**src/rtl/ssd1306_pkg.sv**
```systemverilog
// Shared types and constants for the SSD1306 SPI responder.
// Build option: SSD1306_VERTICAL_MODE_EN enables vertical addressing (mode 1).
package ssd1306_pkg;

  localparam int PAGE_W = 3;
  localparam int COL_W  = 7;

  typedef enum logic [1:0] {
    ADDR_HORIZ = 2'd0,
    ADDR_VERT  = 2'd1,
    ADDR_PAGE  = 2'd2
  } addr_mode_t;

  typedef enum logic [1:0] {
    ST_CMD  = 2'd0,
    ST_ARG1 = 2'd1,
    ST_ARG2 = 2'd2
  } cmd_state_t;

  localparam logic [7:0] CMD_MEM_MODE  = 8'h20;
  localparam logic [7:0] CMD_COL_ADDR  = 8'h21;
  localparam logic [7:0] CMD_PAGE_ADDR = 8'h22;
  localparam logic [7:0] CMD_CONTRAST  = 8'h81;
  localparam logic [7:0] CMD_DISP_OFF  = 8'hAE;
  localparam logic [7:0] CMD_DISP_ON   = 8'hAF;
  localparam logic [7:0] CMD_NORMAL    = 8'hA6;
  localparam logic [7:0] CMD_INVERSE   = 8'hA7;

  function automatic logic takes_args(input logic [7:0] op);
    return (op == CMD_MEM_MODE) || (op == CMD_COL_ADDR) ||
           (op == CMD_PAGE_ADDR) || (op == CMD_CONTRAST);
  endfunction

  // Mode 3 is reserved on the panel and behaves like page addressing.
  function automatic addr_mode_t decode_mode(input logic [1:0] arg);
    case (arg)
      2'd0:    return ADDR_HORIZ;
`ifdef SSD1306_VERTICAL_MODE_EN
      2'd1:    return ADDR_VERT;
`else
      2'd1:    return ADDR_HORIZ;
`endif
      default: return ADDR_PAGE;
    endcase
  endfunction

endpackage

```
**src/rtl/ssd1306_spi_rx_byte.sv**
```systemverilog
// Oversampled SPI mode-0 byte receiver: pin synchronizers, sclk edge
// detect, MSB-first shift register and bit counter; pulses byte_valid.
module spi_byte_rx #(
  parameter int SYNC_STAGES = 2
) (
  input  logic       clk_100m,
  input  logic       reset,
  input  logic       spi_sclk,
  input  logic       spi_mosi,
  input  logic       spi_cs_n,
  input  logic       spi_dc,
  output logic       byte_valid,
  output logic [7:0] byte_data,
  output logic       byte_dc
);

  // Bit order {dc, cs_n, mosi, sclk}; chip select idles deasserted.
  localparam logic [3:0] SYNC_RST = 4'b0100;

  logic [3:0] pins;
  logic [3:0] synced;

  assign pins = {spi_dc, spi_cs_n, spi_mosi, spi_sclk};

  genvar gi;
  generate
    for (gi = 0; gi < 4; gi++) begin : g_sync
      logic [SYNC_STAGES-1:0] chain_reg;
      always_ff @(posedge clk_100m or posedge reset) begin
        if (reset) chain_reg <= {SYNC_STAGES{SYNC_RST[gi]}};
        else       chain_reg <= {chain_reg[SYNC_STAGES-2:0], pins[gi]};
      end
      assign synced[gi] = chain_reg[SYNC_STAGES-1];
    end
  endgenerate

  logic       sclk_prev_reg;
  logic       cs_n_d_reg;
  logic [2:0] bit_cnt_reg;
  logic [7:0] shift_reg;
  logic       valid_reg;
  logic [7:0] data_reg;
  logic       dc_reg;
  logic       sclk_rise;
  logic       cs_active;
  logic [7:0] shift_next;

  assign sclk_rise  = synced[0] & ~sclk_prev_reg;
  // Accept a bit while cs_n was low now or last cycle so that cs_n rising
  // together with the final sclk edge still completes the byte.
  assign cs_active  = ~synced[2] | ~cs_n_d_reg;
  assign shift_next = {shift_reg[6:0], synced[1]};

  always_ff @(posedge clk_100m or posedge reset) begin
    if (reset) begin
      sclk_prev_reg <= 1'b0;
      cs_n_d_reg    <= 1'b1;
      bit_cnt_reg   <= 3'd0;
      shift_reg     <= 8'h00;
      valid_reg     <= 1'b0;
      data_reg      <= 8'h00;
      dc_reg        <= 1'b0;
    end else begin
      sclk_prev_reg <= synced[0];
      cs_n_d_reg    <= synced[2];
      valid_reg     <= 1'b0;
      if (sclk_rise && cs_active) begin
        shift_reg   <= shift_next;
        bit_cnt_reg <= bit_cnt_reg + 3'd1;
        if (bit_cnt_reg == 3'd7) begin
          valid_reg <= 1'b1;
          data_reg  <= shift_next;
          dc_reg    <= synced[3];
        end
      end else if (synced[2]) begin
        bit_cnt_reg <= 3'd0;
        shift_reg   <= 8'h00;
      end
    end
  end

  assign byte_valid = valid_reg;
  assign byte_data  = data_reg;
  assign byte_dc    = dc_reg;

endmodule

```
**src/rtl/ssd1306_spi_rx.sv**
```systemverilog
// SSD1306 command/data decoder: framebuffer writes, address pointers and
// panel settings. Build option: SSD1306_VERTICAL_MODE_EN (vertical mode).
module ssd1306_spi_rx
  import ssd1306_pkg::*;
#(
  parameter int SYNC_STAGES = 2,
  parameter int FB_AW       = 10
) (
  input  logic             clk_100m,
  input  logic             reset,
  input  logic             spi_sclk,
  input  logic             spi_mosi,
  input  logic             spi_cs_n,
  input  logic             spi_dc,
  output logic             fb_we,
  output logic [FB_AW-1:0] fb_addr,
  output logic [7:0]       fb_wdata,
  output logic             display_on,
  output logic             invert,
  output logic [7:0]       contrast
);

  logic       byte_valid;
  logic [7:0] byte_data;
  logic       byte_dc;

  spi_byte_rx #(.SYNC_STAGES(SYNC_STAGES)) u_byte_rx (
    .clk_100m   (clk_100m),
    .reset      (reset),
    .spi_sclk   (spi_sclk),
    .spi_mosi   (spi_mosi),
    .spi_cs_n   (spi_cs_n),
    .spi_dc     (spi_dc),
    .byte_valid (byte_valid),
    .byte_data  (byte_data),
    .byte_dc    (byte_dc)
  );

  cmd_state_t        state_reg, state_next;
  logic [7:0]        pend_cmd_reg;
  addr_mode_t        mode_reg;
  logic [COL_W-1:0]  col_reg, col_start_reg, col_end_reg;
  logic [PAGE_W-1:0] page_reg, page_start_reg, page_end_reg;
  logic              fb_we_reg;
  logic [FB_AW-1:0]  fb_addr_reg;
  logic [7:0]        fb_wdata_reg;
  logic              display_on_reg, invert_reg;
  logic [7:0]        contrast_reg;

  // Wrap is an equality test, so start > end runs through 127 -> 0 first.
  logic              col_at_end, page_at_end;
  logic [COL_W-1:0]  col_step;
  logic [PAGE_W-1:0] page_step;

  assign col_at_end  = (col_reg == col_end_reg);
  assign page_at_end = (page_reg == page_end_reg);
  assign col_step    = col_at_end  ? col_start_reg  : col_reg + 7'd1;
  assign page_step   = page_at_end ? page_start_reg : page_reg + 3'd1;

  always_comb begin
    state_next = state_reg;
    if (byte_valid && !byte_dc) begin
      case (state_reg)
        ST_CMD:  if (takes_args(byte_data)) state_next = ST_ARG1;
        ST_ARG1: state_next = (pend_cmd_reg == CMD_COL_ADDR || pend_cmd_reg == CMD_PAGE_ADDR)
                              ? ST_ARG2 : ST_CMD;
        default: state_next = ST_CMD;
      endcase
    end
  end

  always_ff @(posedge clk_100m or posedge reset) begin
    if (reset) state_reg <= ST_CMD;
    else       state_reg <= state_next;
  end

  always_ff @(posedge clk_100m or posedge reset) begin
    if (reset) begin
      pend_cmd_reg   <= 8'h00;
      mode_reg       <= ADDR_PAGE;
      col_reg        <= '0;
      col_start_reg  <= '0;
      col_end_reg    <= 7'd127;
      page_reg       <= '0;
      page_start_reg <= '0;
      page_end_reg   <= 3'd7;
      fb_we_reg      <= 1'b0;
      fb_addr_reg    <= '0;
      fb_wdata_reg   <= 8'h00;
      display_on_reg <= 1'b0;
      invert_reg     <= 1'b0;
      contrast_reg   <= 8'h7F;
    end else begin
      fb_we_reg <= 1'b0;
      if (byte_valid && byte_dc) begin
        fb_we_reg    <= 1'b1;
        fb_addr_reg  <= FB_AW'({page_reg, col_reg});
        fb_wdata_reg <= byte_data;
        case (mode_reg)
          ADDR_HORIZ: begin
            col_reg <= col_step;
            if (col_at_end) page_reg <= page_step;
          end
`ifdef SSD1306_VERTICAL_MODE_EN
          ADDR_VERT: begin
            page_reg <= page_step;
            if (page_at_end) col_reg <= col_step;
          end
`endif
          default: col_reg <= col_step;
        endcase
      end else if (byte_valid) begin
        case (state_reg)
          ST_CMD: begin
            if (takes_args(byte_data))          pend_cmd_reg  <= byte_data;
            if (byte_data[7:3] == 5'b10110)     page_reg      <= byte_data[2:0];
            if (byte_data[7:4] == 4'h0)         col_reg[3:0]  <= byte_data[3:0];
            if (byte_data[7:3] == 5'b00010)     col_reg[6:4]  <= byte_data[2:0];
            if (byte_data == CMD_DISP_OFF)      display_on_reg <= 1'b0;
            if (byte_data == CMD_DISP_ON)       display_on_reg <= 1'b1;
            if (byte_data == CMD_NORMAL)        invert_reg     <= 1'b0;
            if (byte_data == CMD_INVERSE)       invert_reg     <= 1'b1;
          end
          ST_ARG1: begin
            case (pend_cmd_reg)
              CMD_MEM_MODE: mode_reg <= decode_mode(byte_data[1:0]);
              CMD_COL_ADDR: begin
                col_start_reg <= byte_data[COL_W-1:0];
                col_reg       <= byte_data[COL_W-1:0];
              end
              CMD_PAGE_ADDR: begin
                page_start_reg <= byte_data[PAGE_W-1:0];
                page_reg       <= byte_data[PAGE_W-1:0];
              end
              CMD_CONTRAST: contrast_reg <= byte_data;
              default: ;
            endcase
          end
          default: begin
            if (pend_cmd_reg == CMD_COL_ADDR)  col_end_reg  <= byte_data[COL_W-1:0];
            if (pend_cmd_reg == CMD_PAGE_ADDR) page_end_reg <= byte_data[PAGE_W-1:0];
          end
        endcase
      end
    end
  end

  assign fb_we      = fb_we_reg;
  assign fb_addr    = fb_addr_reg;
  assign fb_wdata   = fb_wdata_reg;
  assign display_on = display_on_reg;
  assign invert     = invert_reg;
  assign contrast   = contrast_reg;

endmodule

```
**config.mk**
```make
export PLATFORM = sky130hd
export DESIGN_NAME = ssd1306_spi_rx
export DESIGN_NICKNAME = d
export VERILOG_FILES = /design/src/rtl/ssd1306_pkg.sv /design/src/rtl/ssd1306_spi_rx_byte.sv /design/src/rtl/ssd1306_spi_rx.sv
export SDC_FILE = /design/constraint.sdc
export NUM_CORES = 1
export LEC_CHECK = 0
export BUFFER_PORTS_ARGS = -buffer_cell sky130_fd_sc_hd__buf_2
export CORE_UTILIZATION = 67
export CTS_BUF_LIST = sky130_fd_sc_hd__clkbuf_2
export CTS_CLUSTER_SIZE = 12
export DETAILED_ROUTE_END_ITERATION = 8
export PLACE_DENSITY = 0.88
export SLEW_MARGIN = 15
export SYNTH_ARGS = -nofsm -noshare
export SYNTH_HDL_FRONTEND = slang
export SYNTH_SLANG_ARGS = --single-unit
```
**constraint.sdc**
```tcl
create_clock -name clk_100m -period 4.6 [get_ports clk_100m]
set_input_delay 0.46 -clock clk_100m [delete_from_list [all_inputs] [get_ports clk_100m]]
set_output_delay 0.46 -clock clk_100m [all_outputs]
set_load 0.03 [all_outputs]
```
==> summary.md <==
| Metric | Value |
|---|---|
| Status | finished, violations left |
| Failing checks | design-rule violations |
| Core Area | approximately 6400 µm² |
| Sequential fraction of the synthesis area | ~56% |
| Synth Register Bits | 100 |
| Top delay family on crit path | buffers and inverters |
| Vias | 2,945 |
| Setup TNS | 0 ns |
| Clock-pin slew on the worst setup and hold paths | approximately 0.26 ns |
| CP Class | flip-flop to flip-flop |
| Seq pwr share | 66.8% |
| Placer Congestion | 0.942 |
| Post-CTS setup buffers | 0 |
| Reg-to-reg slack, setup | between 1.5 and 2 ns |
| Ys flop type | dfrtp_1 |
| R2R depth | 6 |
| Most frequent cells in the layout | dfrtp_1, nand2_1, mux2_2, buf_2, dfstp_2 |
| GRT met2 Usage | 41.4% |
| Crit path max fanout | 37 |
| CP Capture Type | flip-flop |
| # rows | 29 |
| CP arrival | 3.51 ns |
| Worst slew margin | around 43% |
| Non-filler cells, final | roughly 500 |
| Mapped Cells | 374 |
| First-pass GRT wire length | about 14,000 µm |
| Hold Violations, Final | 0 |
| P&R area growth vs syn | 6.06% |
| Area post-placement | 4600 µm² |
| Min Clock Period, post-route | between 3 and 4 ns |
| Logic pwr share | 2.2% |
| Max Root-Sink Buffers | 2 |
| Ratio of cells with drive above 1 in the final layout | 32.5% |
| Max_cap viols | 0 |
| Max reg flops | 10 |
| Cell area after layout | 4750 µm² |
| Cts bufs inserted | 9 |
| Crit path largest cell delay | 0.81 ns |
| CP Data Required Time | 5.03 ns |
| Slew Viols, Final | 0 |
| CP cell instances | nand2_2 -> inv_1 -> nor2_1 -> a2111oi_1 -> a21oi_1 -> mux2_2 |
| H-tree levels | 3 |
| Synth top area cells | dfrtp_1, dfstp_2, mux2_2, nand2_1, xnor2_1 |
| Critical R2R Capture | page_reg[2] |
| HP Class | input port to asynchronous set/reset pin |
| Cts repair resizes | 0 |
| Period utilisation layout | 66.9% |
| Syn nets | 384 |
| Die height | approximately 84 µm |
| Total Routed Length | between 8000 and 9000 µm |
| Antenna viol nets, final | 0 |
| Met3 Usage GRT | 5.14% |
| # IOs | 35 |
| Psw | roughly 300 µW |
| Fmax | around 0.32 GHz |
| Placed Instances | between 400 and 500 |
| Die span in x | 83.8 µm |
| Pre-antenna DRT Iters | 9 |
| Commonest non-fill, non-tap cell in the layout | dfrtp_1 |
| Pint | 1.03 mW |
| Pleak | 2.44 nW |
| Avg Inst Size Synth | 12.0 µm² |
| Total global routing overflow | 0 |
| Met1 Track Usage GR | 36.4% |
| Netlist cell types | 54 |
| Initial Utilization | 69.8% |
| Worst slack, placed | 1.63 ns |
| Via-to-Cell Ratio | 6.06 |
| Bufs and invs on worst path | 1 |
| Vias in the first global route | ~2,800 |
| Final nets | 414 |
| Slowest-stage cell, CP | inv_1 |
| Post-DP HPWL | 5710 µm |
| GRT Util Overall | 26.4% |
| RSZ-0062 raised after global routing | false |
| Worst Slack Setup Final | roughly 1.5 ns |
| Synth Cell Area | 4480 µm² |
| Power consumption | 1.34 mW |
| Largest net degree at the start of global routing | 77 |
| Die ar. | 7020 µm² |
| Clock power share | 30.9% |
| Skew-Pair Late Insertion Delay | about 0.55 ns |
| Remaining routing DRC violations | 3 |
| FFs w/ async S/R, synth | 100% |
| Yosys warns | 0 |
| Drt first-iter violations | 307 |
| Busiest grt layer | met2 |
| Worst-Margin Slew | 0.861 ns |
| I/O Buffers | 34 |
| Final setup viols | 0 |
| Clock root buffer master | clkbuf_2 |
| Startpoint Class | flip-flop |
| PwrDens | 281 nW/µm² |
| Synth top area share | 44.1% |
| Routed len/inst | between 15 and 20 µm |
| Cell accounting for the most synthesized area | dfrtp_1 |
| Clock sinks | 100 |
| EDFF count, synth | 0 |
| Clk_skew | 0.0340 ns |
| Maximum VDD drop | 0.231 mV |
| Net Sw Frac | 22.8% |
| Initial antenna violation count | 0 |
| ANT cells | 0 |
| CTS tree | done |
| R2r startpoint | u_byte_rx.byte_dc |
[power groups by stage]
stage / clock network [mW] / logic [mW] / registers, mW
2_1_floorplan: 0 / 0.0199 / 0.907
3_3_place_gp: 0 / 0.0277 / 0.908
3_5_place_dp: 0 / 0.0284 / 0.908
4_1_cts: 0.424 / 0.0309 / 0.894
5_1_grt: 0.455 / 0.0353 / 0.896
6_report: 0.413 / 0.0300 / 0.894
[per-stage QoR]
stage               hold WS [ns]  util (%)
detailed placement         0.338      71.6
floorplan                  0.331         -
global placement           0.340      71.6
CTS                       0.0397      74.0
finish                    0.0429      74.0
global route              0.0962      74.0
[metal layers]
layer  routed length [µm]  up-vias
li1                     -     1363
met1                 3790     1451
met2                 4100      102
met3                  412       29
met4                  247        0
met5                    0        -
[cell type report]
type                       count  area [µm²]
multi-input combinational    245        1760
tap                           77        96.3
clock inverter                 5        61.3
inverter                       9        36.3
clock buffer                  11        55.1
fill                         428        1670
sequential                   100        2530
timing repair buffer          39         218
[Yosys cell counts (3+ instances only)]
cell type / count
a21oi_1: 7
a22o_1: 9
buf_6: 3
clkbuf_1: 8
clkbuf_8: 3
dfrtp_1: 79
dfstp_2: 21
ha_1: 4
inv_1: 9
mux2_2: 46
mux2i_1: 7
nand2_1: 67
nand3_1: 10
nand4_1: 5
nor2_1: 15
nor2b_1: 6
nor3_1: 5
nor4b_1: 4
o21ai_0: 7
xnor2_1: 10
xor2_1: 5
[worst max-delay path by stage]
| stage | from | to | slack [ns] | cells after the start |
|---|---|---|---|---|
| final | u_byte_rx.byte_dc | page_reg[2] | 1.52 | 6 |
| after floorplan | reset | col_reg[0] | 1.56 | 1 |
| after detailed placement | u_byte_rx.byte_dc | page_reg[0] | 1.63 | 6 |
| after global placement | u_byte_rx.byte_valid | col_reg[3] | 1.78 | 6 |
| after CTS | u_byte_rx.byte_dc | page_reg[2] | 1.58 | 6 |
| after global routing | u_byte_rx.byte_dc | page_reg[2] | 1.24 | 6 |
[kinds of logic after synthesis]
family | after synthesis | synth area share [%]
compound gates | 42 | 7.42
xor+xnor | 15 | 2.93
fa+ha+maj | 4 | 1.12
buf+inv | 29 | 4.35
flops | 100 | 56.4
mux | 53 | 13.1
simple gates | 131 | 14.7
[timing repair]
action	4_1_cts	5_1_grt
endpoints found under the setup margin	0	0
hold buffers	4	0
hold endpoints to repair	4	0
Note: power is estimated with default switching activity, not from simulation.
